===== src/rtl/conv_pipe_pkg.sv =====
// conv_pipe_pkg
//   Shared definitions for the 3x3 convolution pipeline.
//   - mode_e     : kernel selection codes carried on the 2-bit mode input
//   - sum_width  : width of the signed kernel sum for a given pixel width.
//                  Five guard bits cover the box kernel's nine-pixel total
//                  plus a sign bit, so no kernel intermediate can overflow.
package conv_pipe_pkg;

  typedef enum logic [1:0] {
    MODE_VGRAD   = 2'd0,
    MODE_LAPLACE = 2'd1,
    MODE_HGRAD   = 2'd2,
    MODE_BOX     = 2'd3
  } mode_e;

  localparam int SUM_GUARD_BITS = 5;

  function automatic int sum_width(input int bit_per_pixel);
    return bit_per_pixel + SUM_GUARD_BITS;
  endfunction

endpackage


===== src/rtl/conv_pipe_kernel_sum.sv =====
// conv_kernel_sum
//   Combinational 3x3 kernel sum. Pixels are unsigned and zero-extended into
//   the signed sum domain before any arithmetic.
//   Ports:
//     pixel_0..pixel_8 : unsigned window, row-major, pixel_4 is the centre
//     mode             : kernel select (see conv_pipe_pkg::mode_e)
//     sum              : signed kernel result, SUM_W bits
module conv_kernel_sum
  import conv_pipe_pkg::*;
#(
  parameter int BIT_PER_PIXEL = 8,
  parameter int SUM_W         = sum_width(BIT_PER_PIXEL)
) (
  input  logic        [BIT_PER_PIXEL-1:0] pixel_0,
  input  logic        [BIT_PER_PIXEL-1:0] pixel_1,
  input  logic        [BIT_PER_PIXEL-1:0] pixel_2,
  input  logic        [BIT_PER_PIXEL-1:0] pixel_3,
  input  logic        [BIT_PER_PIXEL-1:0] pixel_4,
  input  logic        [BIT_PER_PIXEL-1:0] pixel_5,
  input  logic        [BIT_PER_PIXEL-1:0] pixel_6,
  input  logic        [BIT_PER_PIXEL-1:0] pixel_7,
  input  logic        [BIT_PER_PIXEL-1:0] pixel_8,
  input  logic        [1:0]               mode,
  output logic signed [SUM_W-1:0]         sum
);

  localparam int EXT_W = SUM_W - BIT_PER_PIXEL;

  logic signed [SUM_W-1:0] p [9];
  logic signed [SUM_W-1:0] box_total;

  assign p[0] = $signed({{EXT_W{1'b0}}, pixel_0});
  assign p[1] = $signed({{EXT_W{1'b0}}, pixel_1});
  assign p[2] = $signed({{EXT_W{1'b0}}, pixel_2});
  assign p[3] = $signed({{EXT_W{1'b0}}, pixel_3});
  assign p[4] = $signed({{EXT_W{1'b0}}, pixel_4});
  assign p[5] = $signed({{EXT_W{1'b0}}, pixel_5});
  assign p[6] = $signed({{EXT_W{1'b0}}, pixel_6});
  assign p[7] = $signed({{EXT_W{1'b0}}, pixel_7});
  assign p[8] = $signed({{EXT_W{1'b0}}, pixel_8});

  always_comb begin
    box_total = p[0] + p[1] + p[2] + p[3] + p[4] + p[5] + p[6] + p[7] + p[8];
    sum       = '0;
    case (mode_e'(mode))
      MODE_VGRAD:   sum = p[0] + p[1] + p[2] - p[6] - p[7] - p[8];
      MODE_LAPLACE: sum = p[1] + p[3] + p[5] + p[7] - (p[4] <<< 2);
      MODE_HGRAD:   sum = p[0] + p[3] + p[6] - p[2] - p[5] - p[8];
      MODE_BOX:     sum = box_total >>> 3;
    endcase
  end

endmodule


===== src/rtl/conv_pipe.sv =====
// conv_pipe
//   Two-stage 3x3 convolution pipeline with optional binarisation and a
//   saturating count of above-threshold results.
//   Ports:
//     clk, rst            : clock, synchronous active-high reset
//     in_valid / in_ready : window + config handshake
//     pixel_0..pixel_8    : unsigned 3x3 window, row-major
//     mode                : kernel select
//     threshold           : binarisation / edge threshold (unsigned)
//     binarize_en         : 1 = all-ones/zero output, 0 = magnitude output
//     out_valid/out_ready : result handshake
//     conv_out            : result
//     count_clear         : zeroes edge_count (wins over an increment)
//     edge_count          : saturating count of above-threshold handshakes
module conv_pipe
  import conv_pipe_pkg::*;
#(
  parameter int BIT_PER_PIXEL = 8,
  parameter int COUNT_WIDTH   = 16
) (
  input  logic                     clk,
  input  logic                     rst,
  input  logic                     in_valid,
  output logic                     in_ready,
  input  logic [BIT_PER_PIXEL-1:0] pixel_0,
  input  logic [BIT_PER_PIXEL-1:0] pixel_1,
  input  logic [BIT_PER_PIXEL-1:0] pixel_2,
  input  logic [BIT_PER_PIXEL-1:0] pixel_3,
  input  logic [BIT_PER_PIXEL-1:0] pixel_4,
  input  logic [BIT_PER_PIXEL-1:0] pixel_5,
  input  logic [BIT_PER_PIXEL-1:0] pixel_6,
  input  logic [BIT_PER_PIXEL-1:0] pixel_7,
  input  logic [BIT_PER_PIXEL-1:0] pixel_8,
  input  logic [1:0]               mode,
  input  logic [BIT_PER_PIXEL-1:0] threshold,
  input  logic                     binarize_en,
  output logic                     out_valid,
  input  logic                     out_ready,
  output logic [BIT_PER_PIXEL-1:0] conv_out,
  input  logic                     count_clear,
  output logic [COUNT_WIDTH-1:0]   edge_count
);

  localparam int SUM_W = sum_width(BIT_PER_PIXEL);
  localparam logic [BIT_PER_PIXEL-1:0] PIX_MAX   = '1;
  localparam logic [COUNT_WIDTH-1:0]   COUNT_MAX = '1;

  // |s| clamped to the pixel range.
  function automatic logic [BIT_PER_PIXEL-1:0] sat_mag(input logic signed [SUM_W-1:0] s);
    logic [SUM_W-1:0]         a;
    logic [BIT_PER_PIXEL-1:0] r;
    if (s[SUM_W-1]) a = $unsigned(-s);
    else            a = $unsigned(s);
    if (a > {{(SUM_W-BIT_PER_PIXEL){1'b0}}, PIX_MAX}) r = PIX_MAX;
    else                                              r = a[BIT_PER_PIXEL-1:0];
    return r;
  endfunction

  logic                     advance;
  logic signed [SUM_W-1:0]  sum_c;

  logic                     vld_p1;
  logic signed [SUM_W-1:0]  sum_p1;
  logic [BIT_PER_PIXEL-1:0] thr_p1;
  logic                     bin_p1;
  logic [BIT_PER_PIXEL-1:0] mag_p1;
  logic                     above_p1;

  logic                     vld_p2;
  logic [BIT_PER_PIXEL-1:0] conv_p2;
  logic                     above_p2;
  logic [COUNT_WIDTH-1:0]   edge_cnt;

  // The whole pipe moves together whenever the output slot is free or being
  // drained, so an empty stage never blocks a valid one behind it.
  assign advance  = !vld_p2 || out_ready;
  // Anything taken while rst is high is flushed by that same edge, so the
  // input side can always report ready during reset.
  assign in_ready = rst || advance;

  conv_kernel_sum #(
    .BIT_PER_PIXEL(BIT_PER_PIXEL),
    .SUM_W        (SUM_W)
  ) u_kernel (
    .pixel_0(pixel_0),
    .pixel_1(pixel_1),
    .pixel_2(pixel_2),
    .pixel_3(pixel_3),
    .pixel_4(pixel_4),
    .pixel_5(pixel_5),
    .pixel_6(pixel_6),
    .pixel_7(pixel_7),
    .pixel_8(pixel_8),
    .mode   (mode),
    .sum    (sum_c)
  );

  // Stage 1: kernel sum plus the config captured with the window
  always_ff @(posedge clk) begin
    if (rst) begin
      vld_p1 <= 1'b0;
      sum_p1 <= '0;
      thr_p1 <= '0;
      bin_p1 <= 1'b0;
    end else if (advance) begin
      vld_p1 <= in_valid;
      sum_p1 <= sum_c;
      thr_p1 <= threshold;
      bin_p1 <= binarize_en;
    end
  end

  assign mag_p1   = sat_mag(sum_p1);
  assign above_p1 = (mag_p1 >= thr_p1);

  // Stage 2: final output value and above flag
  always_ff @(posedge clk) begin
    if (rst) begin
      vld_p2   <= 1'b0;
      conv_p2  <= '0;
      above_p2 <= 1'b0;
    end else if (advance) begin
      vld_p2   <= vld_p1;
      conv_p2  <= bin_p1 ? (above_p1 ? PIX_MAX : '0) : mag_p1;
      above_p2 <= above_p1;
    end
  end

  // Output handshake: edge counter
  always_ff @(posedge clk) begin
    if (rst || count_clear) begin
      edge_cnt <= '0;
    end else if (vld_p2 && out_ready && above_p2 && (edge_cnt != COUNT_MAX)) begin
      edge_cnt <= edge_cnt + COUNT_WIDTH'(1);
    end
  end

  assign out_valid  = vld_p2;
  assign conv_out   = conv_p2;
  assign edge_count = edge_cnt;

endmodule


===== config.mk =====
export PLATFORM = sky130hd
export DESIGN_NAME = conv_pipe
export DESIGN_NICKNAME = d
export VERILOG_FILES = /design/src/rtl/conv_pipe_pkg.sv /design/src/rtl/conv_pipe_kernel_sum.sv /design/src/rtl/conv_pipe.sv
export SDC_FILE = /design/constraint.sdc
export NUM_CORES = 1
export LEC_CHECK = 0
export ABC_AREA = 1
export BUFFER_PORTS_ARGS = -buffer_cell sky130_fd_sc_hd__buf_2
export CORE_MARGIN = 4
export CORE_UTILIZATION = 41
export DETAILED_ROUTE_END_ITERATION = 6
export PLACE_DENSITY = 0.61
export SETUP_SLACK_MARGIN = 0.15
export SLEW_MARGIN = 0
export SYNTH_ARGS = -nofsm -noshare
export SYNTH_HDL_FRONTEND = slang
export SYNTH_HIERARCHICAL = 1
export SYNTH_SLANG_ARGS = --single-unit

===== constraint.sdc =====
create_clock -name clk -period 15.8 [get_ports clk]
set_clock_uncertainty 0.15 [all_clocks]
set_input_delay 1.58 -clock clk [delete_from_list [all_inputs] [get_ports clk]]
set_output_delay 1.58 -clock clk [all_outputs]
set_load 0.02 [all_outputs]

# ---- Word-level counts from Yosys, hierarchy flattened
# Cells that the tools add are included.
dict set report word_totals {
  input_bits 88
  output_inout_bits 26
  word_cells 49
  register_bits 49
}
dict set report op_classes {
  n_eq_ne 4
  addsub 22
  reduce_logical 8
  magnitude_cmp 2
  n_mux 5
}
# op n
set op_table {}
lappend op_table {{$add 13x9->13} 9}
lappend op_table {{$sub 13x9->13} 6}
lappend op_table {{$pmux 13 s4} 1}
lappend op_table {{$add 8x8->9} 3}
lappend op_table {{$mux 8} 3}
lappend op_table {{$add 16x1->16 const B} 1}
lappend op_table {{$ne 16x16->1 const B} 1}
lappend op_table {{$gt 13x8->1 const B} 1}
lappend op_table {{$mux 13} 1}
lappend op_table {{$neg 13->13} 1}
lappend op_table {{$sub 13x11->13} 1}
lappend op_table {{$add 9x8->10} 1}
lappend op_table {{$ge 8x8->1} 1}
lappend op_table {{$eq 2x2->1 const B} 2}
lappend op_table {{$logic_and 1x1->1} 3}
lappend op_table {{$logic_or 1x1->1} 3}
lappend op_table {{$eq 2x1->1 const B} 1}
lappend op_table {{$logic_not 2->1} 1}
lappend op_table {{$logic_not 1->1} 1}

# ---- Logic depth before layout (Yosys ltp)
# Gate-level depths: netlist of run 1.
dict set report depth {
  word_depth 9
  depth_mapped 28
  depth_no_buf 28
}

# ---- Hierarchy
# Netlist of run 1, hierarchy kept.
# mod cells_each n_inst area_each_um2 seq_area_each_um2
set by_module_without_submodules {}
lappend by_module_without_submodules {conv_kernel_sum 752 1 5765.5 0.0}
lappend by_module_without_submodules {conv_pipe 346 1 2476.1 980.9}

# ---- Worst setup path after synthesis of run 1
# Ideal clock, no wire load.
dict set report synth_path {
  path_type {input to register}
  from {input port pixel_0[1]}
  to {register sum_p1[10]}
  cell_stages 26
  setup_ns 0.128
  t_required_ns 15.522
  slack_ns 9.724
  arrival_time_ns 5.797
  n_path_buf 0
  cell_sequence {inv_1 -> fa_1 -> inv_1 -> ha_1 -> fa_1 -> nand3_1 -> nand2_2 -> xor2_1 -> inv_1 -> ha_1 -> nand2_1 -> inv_1 -> a21oi_1 -> nand2_2 -> xor2_1 -> fa_1 -> ha_1 -> a21o_1 -> a21oi_1 -> nand2_1 -> a21oi_1 -> nand4_1 -> nand3_2 -> nand2_1 -> o21ai_0 -> a21oi_1}
}
dict set report synth_between {
  elab_chain_cells 9
  elab_cells_between_ends 17
  classes_between {add/sub: 16; mux: 1}
}
# item line_no
set synth_lines {}
lappend synth_lines {{start: declaration} conv_pipe.sv:25} ;# input logic [BIT_PER_PIXEL-1:0] pixel_0,
lappend synth_lines {{$add 8x8->9} {conv_pipe_kernel_sum.sv:43, conv_pipe_kernel_sum.sv:46}}
lappend synth_lines {{$add 9x8->10} {conv_pipe_kernel_sum.sv:43, conv_pipe_kernel_sum.sv:46}}
lappend synth_lines {{$add 13x9->13 (6 in a row)} conv_pipe_kernel_sum.sv:43} ;# box_total = p[0] + p[1] + p[2] + p[3] + p[4] + p[5] + p[6] + p[7] + p[8];
lappend synth_lines {{$pmux 13 s4 *} conv_pipe_kernel_sum.sv:45} ;# case (mode_e'(mode))
lappend synth_lines {{named net sum_c[10]} conv_pipe.sv:60} ;# logic signed [SUM_W-1:0] sum_c;
lappend synth_lines {{end signal: assignment} conv_pipe.sv:107} ;# sum_p1 <= sum_c;
lappend synth_lines {{end: declaration} conv_pipe.sv:63} ;# logic signed [SUM_W-1:0] sum_p1;
# Mark *: on every way through the listed nets, which the timed path passes. The rest lies on a longest branch.
# A chain may end at the register's enable or synchronous reset.

# ---- Worst setup path in the final report of run 1
# Same ends and word-level chain as after synthesis.

==> flow_summary.yaml, run 1 <==
run_status:
  status: "completed"
clock_tree:
  cts_tree: "done"
  post_cts_buffers: 0
  root_buffer: "clkbuf_16"
  cts_resized: 0
  clk_pin_slew_ns: 0.07
  clock_latency_ns: 0.29
  postCtsHoldBufs: 0
  htree_levels: 2
  clkSinkCount: 49
  cts_buffer_depth: 2
  cts_buffers: 5
placement:
  numPortBuffers: 113
  finalWeightedCongestion: 0.894
  dpl-instance-area_um2: 9080
  hpwlAfterDp_um: 18800
setup_path:
  rr_startpoint: "sum_p1[0]"
  cp_top_family: "adder cells"
  slowest_stage: "fa_1"
  reg2reg_depth: 15
  startpoint_type: "input pin"
  critPathBufInv: 5
  reg2reg_to: "conv_out[2]"
  arrival_ns: 6.36
  crit_path_max_incr_delay_ns: 0.52
  critical_path_depth: 27
  r2r_slack_ns: 12.78
  end_kind: "flop"
  cp.required_ns: 15.82
  path_class: "in -> reg"
  worst-path-max-fanout: 4
min_path:
  min_path_type: "reg -> reg"
  holdPathEnd: "vld_p1"
  hold_start: "vld_p1"
  hold_depth: 2
finish:
  diodes: 0
  nets: 1480
  multi_input_area_um2: 6250
  regArea_um2: 981
  drive_gt1_frac: 0.152
  areaGrowthSynthToFinish_pct: 12.3
  nFillCells: 2037
  final_area_um2: 9250
global_route:
  grt_pass1_wl_um: 34900
  grt-ovfl-total: 0
  grt_pass1_vias: 7084
  grt_max_degree: 47
  grt_usage: 0.194
  antenna_found_initial: 0
drt:
  vias: 7207
  dr_wl_met2_um: 9420
  topRoutingLayerUsed: "met4"
  avgViaCountPerCell: 4.90
  wl_per_cell_um: 14.3
  dr_wl_met3_um: 1040
  antenna_left: 0
  drt_iter0_drc: 357
  drt-met1-wl_um: 10400
  drt_wl_total_um: 21100
  drt_pass1_iterations: 5
  drcViolationCount: 0
sta:
  tns_ns: 0
  finalSetupViolations: 0
  slew_violations: 0
  worst_slew_pin_slew_ns: 1.01
  period_share: 0.401
  hold_viol_final: 0
  rsz0062_at_grt: "false"
  max_freq_mhz: 158
  maxSlewHeadroom: 0.327
  fin_crit_ns: 6.34
run:
  maxCapViolCount: 0
floorplanning:
  die_area_um2: 22400
  coreArea_um2: 19600
  start_util: 0.421
  dieHeight_um: 150
  dieWidth_um: 150
  rows: 51
  ioPinCount: 114
synthesis:
  synth.mux.area_fraction: 0
  synth_area_um2: 8240
  synth-compound-area-share: 0.140
  yosys.area_share.simple: 0.208
  yosys_warnings: 6
  seq_area_frac_synth: 0.119
  postSynthAreaPerCell_um2: 7.51
  synthXorXnorAreaFrac: 0.0361
  synth_cells: 1098
  synth_top_family_by_area: "adder cells"
  synth_nets: 1372
  synth-seq-cells: 49
  ys_types: 50
  yosys.area_share.adder: 0.375
power:
  power.leakage_nw: 4.87
  power.density_nw_per_um2: 179
  ir_drop_v: 0.0000882
[metal layers]
metal / up-vias / global-route usage
li1: 3685 / -
met5: - / 0
met4: 0 / 0.0288
met2: 171 / 0.311
met1: 3334 / 0.290
met3: 17 / 0.0182
[cells in the final DEF, fill, tap and decap left out, types with 4 or more instances in the layout]
| cell type | Yosys | layout |
|---|---|---|
| xor2_1 | 26 | 26 |
| o21ai_0 | 62 | 62 |
| ha_1 | 84 | 84 |
| a21oi_1 | 85 | 85 |
| nand4_1 | 22 | 22 |
| inv_2 | 4 | 4 |
| nor2_1 | 59 | 59 |
| nand2_2 | 23 | 23 |
| nor3_1 | 6 | 6 |
| a21o_1 | 8 | 8 |
| nand3_1 | 53 | 53 |
| nand3b_1 | 4 | 4 |
| nand3_2 | 7 | 7 |
| nand2_1 | 173 | 173 |
| inv_1 | 247 | 247 |
| o2111ai_1 | 4 | 4 |
| xnor2_1 | 8 | 8 |
| fa_1 | 102 | 102 |
| a31oi_1 | 5 | 5 |
| o21a_1 | 4 | 4 |
| a21oi_2 | 4 | 4 |
| buf_2 | 1 | 113 |
| clkbuf_16 | 0 | 5 |
| nor2_2 | 5 | 5 |
| o21ai_1 | 6 | 6 |
| dfxtp_1 | 49 | 49 |
[worst reg2reg max path: stages (launching register included)]
cell     delay [ns]
dfxtp_1        0.30
inv_1          0.12
ha_1           0.17
inv_1          0.07
nor3_4         0.21
nand3_1        0.11
nand2_1        0.07
nand2_1        0.08
nor2_4         0.19
nand4_1        0.16
ha_1           0.33
a21oi_1        0.15
o21a_1         0.13
nand4_1        0.15
o21ai_1        0.36
a21oi_1        0.14
[worst max path at each step]
| stage | startpoint | end | slack [ns] |
|---|---|---|---|
| CTS | pixel_0[1] | sum_p1[12] | 9.43 |
| global route | pixel_0[1] | sum_p1[10] | 9.00 |
| finish | pixel_0[1] | sum_p1[10] | 9.46 |
| global placement | pixel_0[1] | sum_p1[10] | 9.22 |
| detailed placement | pixel_0[1] | sum_p1[10] | 9.15 |
| floorplan | pixel_0[1] | sum_p1[10] | 9.72 |
[kinds of logic (layout without fill, tap and decap cells)]
logic type	Yosys count	after routing
AOI/OAI and AO/OA	198	198
xor gates and xnor gates	34	34
adders and majority gates	186	186
buffers and inverters	265	374
DFF	49	49
and+or+nand+nor	366	366
[flip-flops by register name, summed over array words and instances (netlist names)]
signal      flops
bin_p1          1
out_valid       1
edge_count     16
vld_p1          1
conv_out        8
above_p2        1
thr_p1          8
sum_p1         13
[cells in the mapped netlist, drive strengths merged]
master,n,area share
inv,251,0.11
nand2,199,0.10
fa,102,0.25
a21oi,92,0.062
ha,84,0.13
o21ai,71,0.044
nor2,65,0.032
nand3,60,0.041
dfxtp,49,0.12
xor2,26,0.028
nand4,22,0.017
a21o,9,0.0084
clkbuf,9,0.0041
nor3,8,0.0068
xnor2,8,0.0085
nand3b,6,0.0064
a31oi,5,0.0038
buf,4,0.0033
o2111ai,4,0.0043
o21a,4,0.0036
or2,4,0.0030
a21boi,3,0.0027
o21bai,3,0.0027
a2bb2oi,1,0.0011
a31o,1,0.0011
a32oi,1,0.0011
and3,1,0.00076
clkinv,1,0.00046
nor4,1,0.00076
o211a,1,0.0012
o211ai,1,0.00091
o21ba,1,0.0012
o31ai,1,0.0015
[area by class of cell]
class | instances | area share
multi-input combinational | 784 | 0.676
sequential | 49 | 0.106
inverter | 252 | 0.102
timing repair buffer | 114 | 0.0619
tap | 265 | 0.0358
clock buffer | 6 | 0.0139
clock inverter | 2 | 0.00419
[metrics by stage]
step / setup WS, ns / cells / power (mW) / utilization / hold slack [ns]
2_1_floorplan: 9.72 / 1098 / 1.20 / - / 0.275
3_3_place_gp: 9.22 / 1464 / 1.51 / 0.464 / 0.287
3_5_place_dp: 9.15 / 1464 / 1.52 / 0.464 / 0.291
4_1_cts: 9.43 / 1472 / 1.65 / 0.472 / 0.301
5_1_grt: 9.00 / 1472 / 1.85 / 0.472 / 0.325
6_report: 9.46 / 1472 / 1.65 / 0.472 / 0.300
[where the power goes]
part / total [mW] / internal, mW / switching (mW) / leakage, nW
clock network: 0.122 / 0.0751 / 0.0467 / 0.0810
registers: 0.165 / 0.147 / 0.0179 / 0.404
logic: 1.37 / 0.523 / 0.842 / 4.38
total: 1.65 / 0.745 / 0.907 / 4.87
Note: power is estimated with default switching activity, not from simulation.
==> run 2: changes to the inputs <==
==> constraint.sdc (replaced) <==
create_clock -name clk -period 6 [get_ports clk]
set_clock_uncertainty 0.15 [all_clocks]
set_input_delay 0.6 -clock clk [delete_from_list [all_inputs] [get_ports clk]]
set_output_delay 0.6 -clock clk [all_outputs]
set_load 0.02 [all_outputs]
==> run 2 against run 1 <==
  * Worst setup slack worse by 8.9 ns
  * Non-clock buffer count unchanged
  * Critical endpoint unchanged
  * Critical path depth is the same
  * Final area is 0.23% lower
  * Utilization is 0.11 points lower
  * Combinational power grew to 2.6 times the previous value
  * Critical path type unchanged
  * Cell count unchanged
  * Sequential share of layout area is essentially flat
  * Via count is 0.65% higher
  * Worst hold slack about the same
==> flow_summary.yaml, run 2 (synthesis gave the netlist of run 1 again) <==
floorplanning:
  die_area_um2: 22400
  coreArea_um2: 19600
  dieHeight_um: 150
  ioPinCount: 114
  dieWidth_um: 150
  start_util: 0.421
  rows: 51
clock_tree:
  cts_tree: "done"
  cts_buffers: 5
  cts_resized: 0
  clock_latency_ns: 0.29
  htree_levels: 2
  post_cts_buffers: 0
  postCtsHoldBufs: 0
  cts_buffer_depth: 2
  clk_pin_slew_ns: 0.07
  root_buffer: "clkbuf_16"
  clkSinkCount: 49
sta:
  max_freq_mhz: 185
  tns_ns: 0
  hold_viol_final: 0
  slew_violations: 0
  layout_setup_ws_ns: 0.592
  worst_slew_pin_slew_ns: 1.08
  maxSlewHeadroom: 0.282
  fin_crit_ns: 5.41
  finalSetupViolations: 0
  period_share: 0.901
  hold_slack_ns: 0.299
  rsz0062_at_grt: "false"
placement:
  dpl-instance-area_um2: 9080
  numPortBuffers: 113
  place_inst: 1464
  finalWeightedCongestion: 0.906
  hpwlAfterDp_um: 19000
  place_ws_ns: 0.284
drt:
  wl_per_cell_um: 14.4
  drt_pass1_iterations: 5
  antenna_left: 0
  drt_iter0_drc: 389
  avgViaCountPerCell: 4.93
  drcViolationCount: 0
  drt_wl_total_um: 21200
  vias: 7254
global_route:
  antenna_found_initial: 0
  grt_usage: 0.197
  grt_max_degree: 34
  grt-ovfl-total: 0
  grt_pass1_vias: 7273
  grt_pass1_wl_um: 35700
setup_path:
  cp.required_ns: 5.99
  worst-path-max-fanout: 4
  startpoint_type: "input pin"
  arrival_ns: 5.39
  end_kind: "flop"
  path_class: "in -> reg"
  r2r_slack_ns: 2.94
finish:
  areaGrowthSynthToFinish_pct: 12.0
  nFillCells: 2007
  drive_gt1_frac: 0.153
  diodes: 0
  final_util: 0.471
  largest_reg_flops: 16
  nets: 1480
  mostFrequentLayoutCell: "inv_1"
  final_area_um2: 9230
  final_cell_mix: "inv_1, nand2_1, buf_2"
  finalNonFillerCells: 1472
power:
  ir_drop_v: 0.000246
  power_mw: 4.32
  power.density_nw_per_um2: 468
  power.leakage_nw: 4.86
run:
  maxCapViolCount: 0
min_path:
  min_path_type: "reg -> reg"
run_status:
  status: "completed"
## run 2: area by class of cell
| type | instances | area, um2 | area share |
|---|---|---|---|
| flip-flops and latches | 49 | 981 | 0.106 |
| clock inverters | 3 | 21.3 | 0.00230 |
| multi-input cells | 784 | 6250 | 0.677 |
| well taps | 265 | 332 | 0.0359 |
| repair buffers | 114 | 573 | 0.0621 |
| inverters | 252 | 946 | 0.102 |
| clock buffers | 5 | 125 | 0.0136 |
## run 2: path summary, 6_finish.rpt
check | from | endpoint | cells after the start
max reg2reg | sum_p1[0] | conv_out[2] | 16
min | vld_p1 | vld_p1 | 2
min reg2reg | vld_p1 | vld_p1 | 2
max | pixel_0[1] | sum_p1[10] | 27
## run 2: worst max-delay path: stages
cell     delay (ns)
buf_2          0.10
inv_1          0.05
fa_1           0.52
inv_1          0.04
ha_1           0.23
fa_1           0.42
nand3_1        0.11
nand2_2        0.10
xor2_1         0.26
inv_1          0.08
ha_1           0.34
nand2_1        0.10
inv_1          0.04
a21oi_1        0.16
nand2_2        0.10
xor2_1         0.18
fa_1           0.44
ha_1           0.36
a21o_1         0.19
a21oi_1        0.11
nand2_1        0.10
a21oi_1        0.25
nand4_1        0.15
nand3_2        0.10
nand2_1        0.05
o21ai_0        0.15
a21oi_1        0.05
## run 2: power by group
group          switching (mW)  total, mW  internal (mW)
Combinational            2.23       3.60           1.38
Sequential             0.0468      0.433          0.386
Clock                   0.128      0.283          0.155
Total                    2.40       4.32           1.92
## run 2: routing by layer
layer / part of all wire / track usage / vias to the layer above / routed length [um]
met1: 0.49 / 0.288 / 3405 / 10400
met5: 0 / 0 / - / 0
met3: 0.041 / 0.0212 / 18 / 877
met4: 0.011 / 0.0302 / 0 / 233
met2: 0.45 / 0.321 / 142 / 9630
li1: - / - / 3689 / -
